## src/rtl/cdb_pkg.sv

```systemverilog
`default_nettype none
// +--------------------------------------------------------------------------+
// | Module      : cdb_pkg                                                     |
// | Description : Shared constants for the common-data-bus arbiter: FSM      |
// |               state encoding, default bus widths, performance-counter    |
// |               width and an index-width helper.                           |
// | Revision    : 1.0 - initial release                                      |
// +--------------------------------------------------------------------------+
package cdb_pkg;

  // FSM state encoding
  localparam logic [0:0] c_ST_RUN   = 1'b0;
  localparam logic [0:0] c_ST_FLUSH = 1'b1;

  // Default bus widths
  localparam int c_DEF_TAG_W  = 4;
  localparam int c_DEF_DATA_W = 32;

  // Performance counter width and saturation value
  localparam int                 c_CNT_W   = 16;
  localparam logic [c_CNT_W-1:0] c_CNT_MAX = '1;

  // Width of an index into n requesters (at least one bit)
  function automatic int idx_width(input int n);
    return (n > 1) ? $clog2(n) : 1;
  endfunction

endpackage
`default_nettype wire

```

## src/rtl/rr_picker.sv

```systemverilog
`default_nettype none
// +--------------------------------------------------------------------------+
// | Module      : rr_picker                                                   |
// | Description : Combinational round-robin picker. Scans req starting at    |
// |               index start, wrapping past N_REQ-1 to 0, and returns the   |
// |               first requester found as a one-hot grant plus its index.   |
// | Ports       : req   - request vector                                     |
// |               start - first index to examine (must be < N_REQ)           |
// |               grant - one-hot winner, zero when req is zero              |
// |               idx   - index of the winner (0 when no winner)             |
// | Revision    : 1.0 - initial release                                      |
// +--------------------------------------------------------------------------+
module rr_picker import cdb_pkg::*; #(
  parameter int N_REQ = 4,
  parameter int IDX_W = idx_width(N_REQ)
) (
  input  logic [N_REQ-1:0] req,
  input  logic [IDX_W-1:0] start,
  output logic [N_REQ-1:0] grant,
  output logic [IDX_W-1:0] idx
);

  localparam logic [IDX_W-1:0] c_LAST = IDX_W'(N_REQ - 1);

  logic             w_found;
  logic [IDX_W-1:0] w_cand;

  // Walk the candidate index modulo N_REQ so non-power-of-two counts wrap
  // correctly; the first requester met wins.
  always_comb begin
    grant   = '0;
    idx     = '0;
    w_found = 1'b0;
    w_cand  = start;
    for (int k = 0; k < N_REQ; k++) begin
      if (!w_found && req[w_cand]) begin
        w_found       = 1'b1;
        grant[w_cand] = 1'b1;
        idx           = w_cand;
      end
      w_cand = (w_cand == c_LAST) ? '0 : w_cand + 1'b1;
    end
  end

endmodule
`default_nettype wire

```

## src/rtl/cdb_arbiter.sv

```systemverilog
`default_nettype none
// +--------------------------------------------------------------------------+
// | Module      : cdb_arbiter                                                 |
// | Description : Round-robin arbiter for the common data bus. Grants one    |
// |               result requester per cycle (combinationally) and           |
// |               broadcasts its tag/data one cycle later. A ROB flush       |
// |               suppresses grants while high plus one drain cycle.         |
// | Ports       : clock, resetN (async active-low)                           |
// |               req/reqTag/reqData - per-unit result requests              |
// |               flush              - branch-mispredict flush               |
// |               grant              - one-hot grant, same cycle as req      |
// |               cdbValid/Tag/Data  - registered broadcast                  |
// |               cdbIdle            - no request and no broadcast           |
// |               grantCount/conflictCount - only with CDB_PERF_CNT_EN       |
// | Config      : define CDB_PERF_CNT_EN to add saturating perf counters.    |
// | Revision    : 1.0 - initial release                                      |
// +--------------------------------------------------------------------------+
module cdb_arbiter import cdb_pkg::*; #(
  parameter int N_REQ  = 4,
  parameter int TAG_W  = c_DEF_TAG_W,
  parameter int DATA_W = c_DEF_DATA_W
) (
  input  logic                clock,
  input  logic                resetN,
  input  logic [N_REQ-1:0]    req,
  input  logic [N_REQ*TAG_W-1:0]  reqTag,
  input  logic [N_REQ*DATA_W-1:0] reqData,
  input  logic                flush,
  output logic [N_REQ-1:0]    grant,
  output logic                cdbValid,
  output logic [TAG_W-1:0]    cdbTag,
  output logic [DATA_W-1:0]   cdbData,
  output logic                cdbIdle
`ifdef CDB_PERF_CNT_EN
  ,
  output logic [N_REQ*c_CNT_W-1:0] grantCount,
  output logic [c_CNT_W-1:0]       conflictCount
`endif
);

  localparam int               IDX_W  = idx_width(N_REQ);
  localparam logic [IDX_W-1:0] c_LAST = IDX_W'(N_REQ - 1);

  logic [0:0]        r_state;
  logic [0:0]        w_state_nxt;
  logic [IDX_W-1:0]  r_last_ptr;
  logic [IDX_W-1:0]  w_start;
  logic [N_REQ-1:0]  w_pick_grant;
  logic [IDX_W-1:0]  w_pick_idx;
  logic [N_REQ-1:0]  w_grant;
  logic              w_any_grant;
  logic [TAG_W-1:0]  w_sel_tag;
  logic [DATA_W-1:0] w_sel_data;

  // Search begins one past the last winner, wrapping to 0.
  assign w_start = (r_last_ptr == c_LAST) ? '0 : r_last_ptr + 1'b1;

  rr_picker #(
    .N_REQ (N_REQ),
    .IDX_W (IDX_W)
  ) u_picker (
    .req   (req),
    .start (w_start),
    .grant (w_pick_grant),
    .idx   (w_pick_idx)
  );

  // Flush masks the grant immediately; the FLUSH state covers the drain.
  assign w_grant     = (r_state == c_ST_RUN && !flush) ? w_pick_grant : '0;
  assign w_any_grant = |w_grant;
  assign grant       = w_grant;

  // One-hot mux of the winner's tag and data.
  always_comb begin
    w_sel_tag  = '0;
    w_sel_data = '0;
    for (int i = 0; i < N_REQ; i++) begin
      if (w_grant[i]) begin
        w_sel_tag  = reqTag[i*TAG_W +: TAG_W];
        w_sel_data = reqData[i*DATA_W +: DATA_W];
      end
    end
  end

  // The FLUSH cycle in which flush is already low is the drain cycle, so
  // leaving FLUSH only depends on flush being low.
  always_comb begin
    w_state_nxt = r_state;
    case (r_state)
      c_ST_RUN:   w_state_nxt = flush ? c_ST_FLUSH : c_ST_RUN;
      c_ST_FLUSH: w_state_nxt = flush ? c_ST_FLUSH : c_ST_RUN;
      default:    w_state_nxt = c_ST_RUN;
    endcase
  end

  always_ff @(posedge clock or negedge resetN) begin
    if (!resetN) begin
      r_state    <= c_ST_RUN;
      r_last_ptr <= c_LAST;
      cdbValid   <= 1'b0;
      cdbTag     <= '0;
      cdbData    <= '0;
    end else begin
      r_state  <= w_state_nxt;
      cdbValid <= w_any_grant;
      if (w_any_grant) begin
        r_last_ptr <= w_pick_idx;
        cdbTag     <= w_sel_tag;
        cdbData    <= w_sel_data;
      end
    end
  end

  assign cdbIdle = ~|req & ~cdbValid;

`ifdef CDB_PERF_CNT_EN
  for (genvar gi = 0; gi < N_REQ; gi++) begin : g_grant_cnt
    logic [c_CNT_W-1:0] r_cnt;
    always_ff @(posedge clock or negedge resetN) begin
      if (!resetN) begin
        r_cnt <= '0;
      end else if (w_grant[gi] && r_cnt != c_CNT_MAX) begin
        r_cnt <= r_cnt + 1'b1;
      end
    end
    assign grantCount[gi*c_CNT_W +: c_CNT_W] = r_cnt;
  end

  logic r_unused_dummy;
  logic [c_CNT_W-1:0] r_conflict_cnt;
  always_ff @(posedge clock or negedge resetN) begin
    if (!resetN) begin
      r_conflict_cnt <= '0;
    end else if (w_any_grant && ($countones(req) > 1) && r_conflict_cnt != c_CNT_MAX) begin
      r_conflict_cnt <= r_conflict_cnt + 1'b1;
    end
  end
  assign conflictCount  = r_conflict_cnt;
  assign r_unused_dummy = 1'b0;
`endif

endmodule
`default_nettype wire

```

## config.mk

```make
export PLATFORM = sky130hd
export DESIGN_NAME = cdb_arbiter
export DESIGN_NICKNAME = d
export VERILOG_FILES = /design/src/rtl/cdb_pkg.sv /design/src/rtl/rr_picker.sv /design/src/rtl/cdb_arbiter.sv
export SDC_FILE = /design/constraint.sdc
export NUM_CORES = 1
export LEC_CHECK = 0
export CORE_UTILIZATION = 39
export CTS_BUF_LIST = sky130_fd_sc_hd__clkbuf_16
export DETAILED_ROUTE_END_ITERATION = 8
export GPL_ROUTABILITY_DRIVEN = 1
export PLACE_DENSITY = 0.87
export RECOVER_POWER = 50
export SYNTH_ARGS = -nofsm -noshare
export SYNTH_HDL_FRONTEND = slang
export SYNTH_SLANG_ARGS = --single-unit
```

## constraint.sdc

```tcl
create_clock -name clock -period 6.5 [get_ports clock]
set_clock_uncertainty 0.15 [all_clocks]
set_input_delay 0.975 -clock clock [delete_from_list [all_inputs] [get_ports clock]]
set_output_delay 0.975 -clock clock [all_outputs]
set_load 0.1 [all_outputs]
```

==> results.json <==
{
  "syn_inst": 291,
  "post_cts_buffers": 0,
  "grt_pass1_vias": 3149,
  "cts_tree": "yes",
  "seq_area_frac_synth": 0.349,
  "clockRootBuffer": "clkbuf_16",
  "fin_nets": 628,
  "synth_most_common_cell": "nand2_1",
  "post-route-drc-count": 0,
  "slew_headroom": -0.452,
  "slew_violations": 41,
  "fin_util": 0.714,
  "status": "finished, violations left",
  "cpMaxStageDelayCell": "clkdlybuf4s50_1",
  "ir_drop_mv": 0.291,
  "clock_sinks": 40,
  "crit_arrival_ns": 4.26,
  "synth_common_cells": "nand2_1 (42), dfrtp_1 (38), o21ai_1 (37)",
  "grt_antenna_before_repair": 0,
  "setup_viol": 0,
  "yosysTopAreaCellShare": 0.331,
  "synth_flop_cell": "dfrtp_1",
  "synth.area.top_cells": "dfrtp_1 (33%), a221oi_2 (16%), o22ai_1 (7.8%)",
  "grt_max_degree": 42,
  "start_kind": "flop",
  "finalCriticalPeriod_ns": 5.39,
  "cts_max_level": 2,
  "cts_made_buffers": 5,
  "hold_ws_ns": 0.328,
  "critical_path_class": "reg -> out",
  "timing.critical_path.slowest_cell_delay_ns": 1.17,
  "cts_buffer_depth": 2,
  "violations": "capacitance limit, slew limit",
  "io-pin-count": 193,
  "via_count": 3229,
  "placed_area_mm2": 0.00483,
  "hold_buffers": 0,
  "rows": 30,
  "synth_edf_count": 0,
  "ant_nets": 0,
  "synth.distinct_cells": 46,
  "detail_route.first_pass.iterations": 4,
  "tightest_slew_ns": 2.18,
  "drive_gt1_frac": 0.128,
  "maxCapViolations": 1,
  "hold_viol_final": 0,
  "syn_area_mm2": 0.00288,
  "io_buffers": 192,
  "hp-class": "reg -> reg",
  "die-area_mm2": 0.00772,
  "syn_nets": 449,
  "start_util": 0.414,
  "diodes": 0,
  "finalInstanceArea_mm2": 0.00496,
  "hpwl_mm": 8.26,
  "synth_seq_cells": 40,
  "clkTransAtPathRegs_ns": 0.06,
  "clock_latency_ns": 0.27,
  "drt-total-wl_mm": 10.9,
  "finalNonFillerCells": 566,
  "power_leakage_nw": 1.91,
  "p_per_area_mw_per_mm2": 583,
  "grt_pass1_wl_mm": 16.2,
  "drt_iter0_drc": 138,
  "die_w_um": 87.9,
  "ys_warn_count": 0,
  "area_growth_pct": 72.5,
  "place_congestion": 0.956,
  "synth_area_leader_cell": "dfrtp_1",
  "die_y_um": 87.9,
  "dpl.cell_count": 559,
  "cp_max_fo": 16,
  "synthArstFlopShare": 1.00,
  "avgSynthCellArea_um2": 9.88,
  "avgViaCountPerCell": 5.70,
  "tns_ns": 0,
  "gr-total-overflow": 0,
  "core_region_area_mm2": 0.00694,
  "fillers": 519,
  "period_share": 0.829,
  "cp_cell_sequence": "inv_1 -> ha_1 -> mux4_2 -> or2_1 -> a211oi_1 -> o31a_1 -> clkdlybuf4s50_1",
  "cts_resized": 0,
  "fmax_mhz": 186,
  "cp-end-kind": "primary output",
  "cp.required_ns": 5.37,
  "wl_per_cell_um": 19.2,
  "grtUsageTotal": 0.280,
  "grt_setup_unrepaired": "false"
}
-- layout by cell type, fill, tap and decap left out, types with 2 or more instances in the layout --
cell type,count
ha_1,7
nor2_1,5
a32o_1,3
a311oi_1,2
dfstp_2,2
a221oi_2,30
inv_1,7
nor3_1,4
inv_2,2
a221oi_1,7
dfrtp_1,38
dlygate4sd3_1,21
buf_4,5
o31ai_1,2
mux2i_1,2
o21ai_1,37
a21oi_1,5
clkdlybuf4s50_1,169
nand2_1,42
o22ai_1,36
clkbuf_16,5
a31oi_1,2
mux2_2,2
a211oi_1,7
-- cells by family (layout without fill, tap and decap cells) --
group / Yosys count / count (layout) / share of synthesized area
DFF: 40 / 40 / 0.349
and+or+nand+nor: 63 / 63 / 0.109
buffers and inverters: 33 / 212 / 0.0622
adders and majority gates: 7 / 7 / 0.0305
AOI/OAI and AO/OA: 141 / 141 / 0.412
muxes: 7 / 7 / 0.0370
-- area by class of cell --
type                       instances  area, um^2  area share
inverter                           8        30.0     0.00606
clock buffer                       5         125      0.0252
tap                               96         120      0.0242
sequential                        40        1000       0.202
timing repair buffer             197        1960       0.396
multi-input combinational        218        1710       0.344
clock inverter                     2        8.76     0.00177
-- state kept, by name, summed over array words and instances (netlist names) --
name and flops:
r_last_ptr 2, r_state 1, cdbData 32, cdbTag 4, cdbValid 1
-- routing by layer --
metal | part of all wire | vias to the layer above | track usage
met5 | 0 | - | 0
met2 | 0.53 | 141 | 0.493
met4 | 0.020 | 0 | 0.0820
met3 | 0.065 | 18 | 0.0688
li1 | - | 1525 | -
met1 | 0.38 | 1545 | 0.338
-- metrics by stage --
stage          power [mW]  setup WS, ns
2_1_floorplan        2.14          1.97
5_1_grt              3.04         0.901
3_5_place_dp         2.69          1.24
6_report             2.89          1.11
3_3_place_gp         2.65          1.31
4_1_cts              2.93          1.11
-- report_power, final --
group / leakage [nW] / internal, mW / switching [mW]
Sequential: 0.477 / 0.391 / 0.0760
Clock: 0.0709 / 0.138 / 0.0913
Combinational: 1.37 / 0.629 / 1.57
Total: 1.91 / 1.16 / 1.74
-- critical path, delay by kind of cell, from the launching register on --
family,cells,cell delay [ns]
buf+inv,2,1.34
fa+ha+maj,1,0.53
simple gates,1,0.34
mux,1,0.51
flops,1,0.73
compound gates,2,0.53
-- worst paths after layout --
kind | start | end | slack (ns) | cells past startpoint
max | r_last_ptr[0] | grant[2] | 1.11 | 7
min | cdbData[20] | cdbData[20] | 0.33 | 2
max reg2reg | r_last_ptr[0] | cdbData[23] | 1.89 | 10
min reg2reg | cdbData[20] | cdbData[20] | 0.33 | 2
max in group asynchronous | resetN | r_state | 3.77 | 1
min in group asynchronous | resetN | cdbData[8] | 1.19 | 1
No activity file was read; power rests on OpenSTA's default activity.
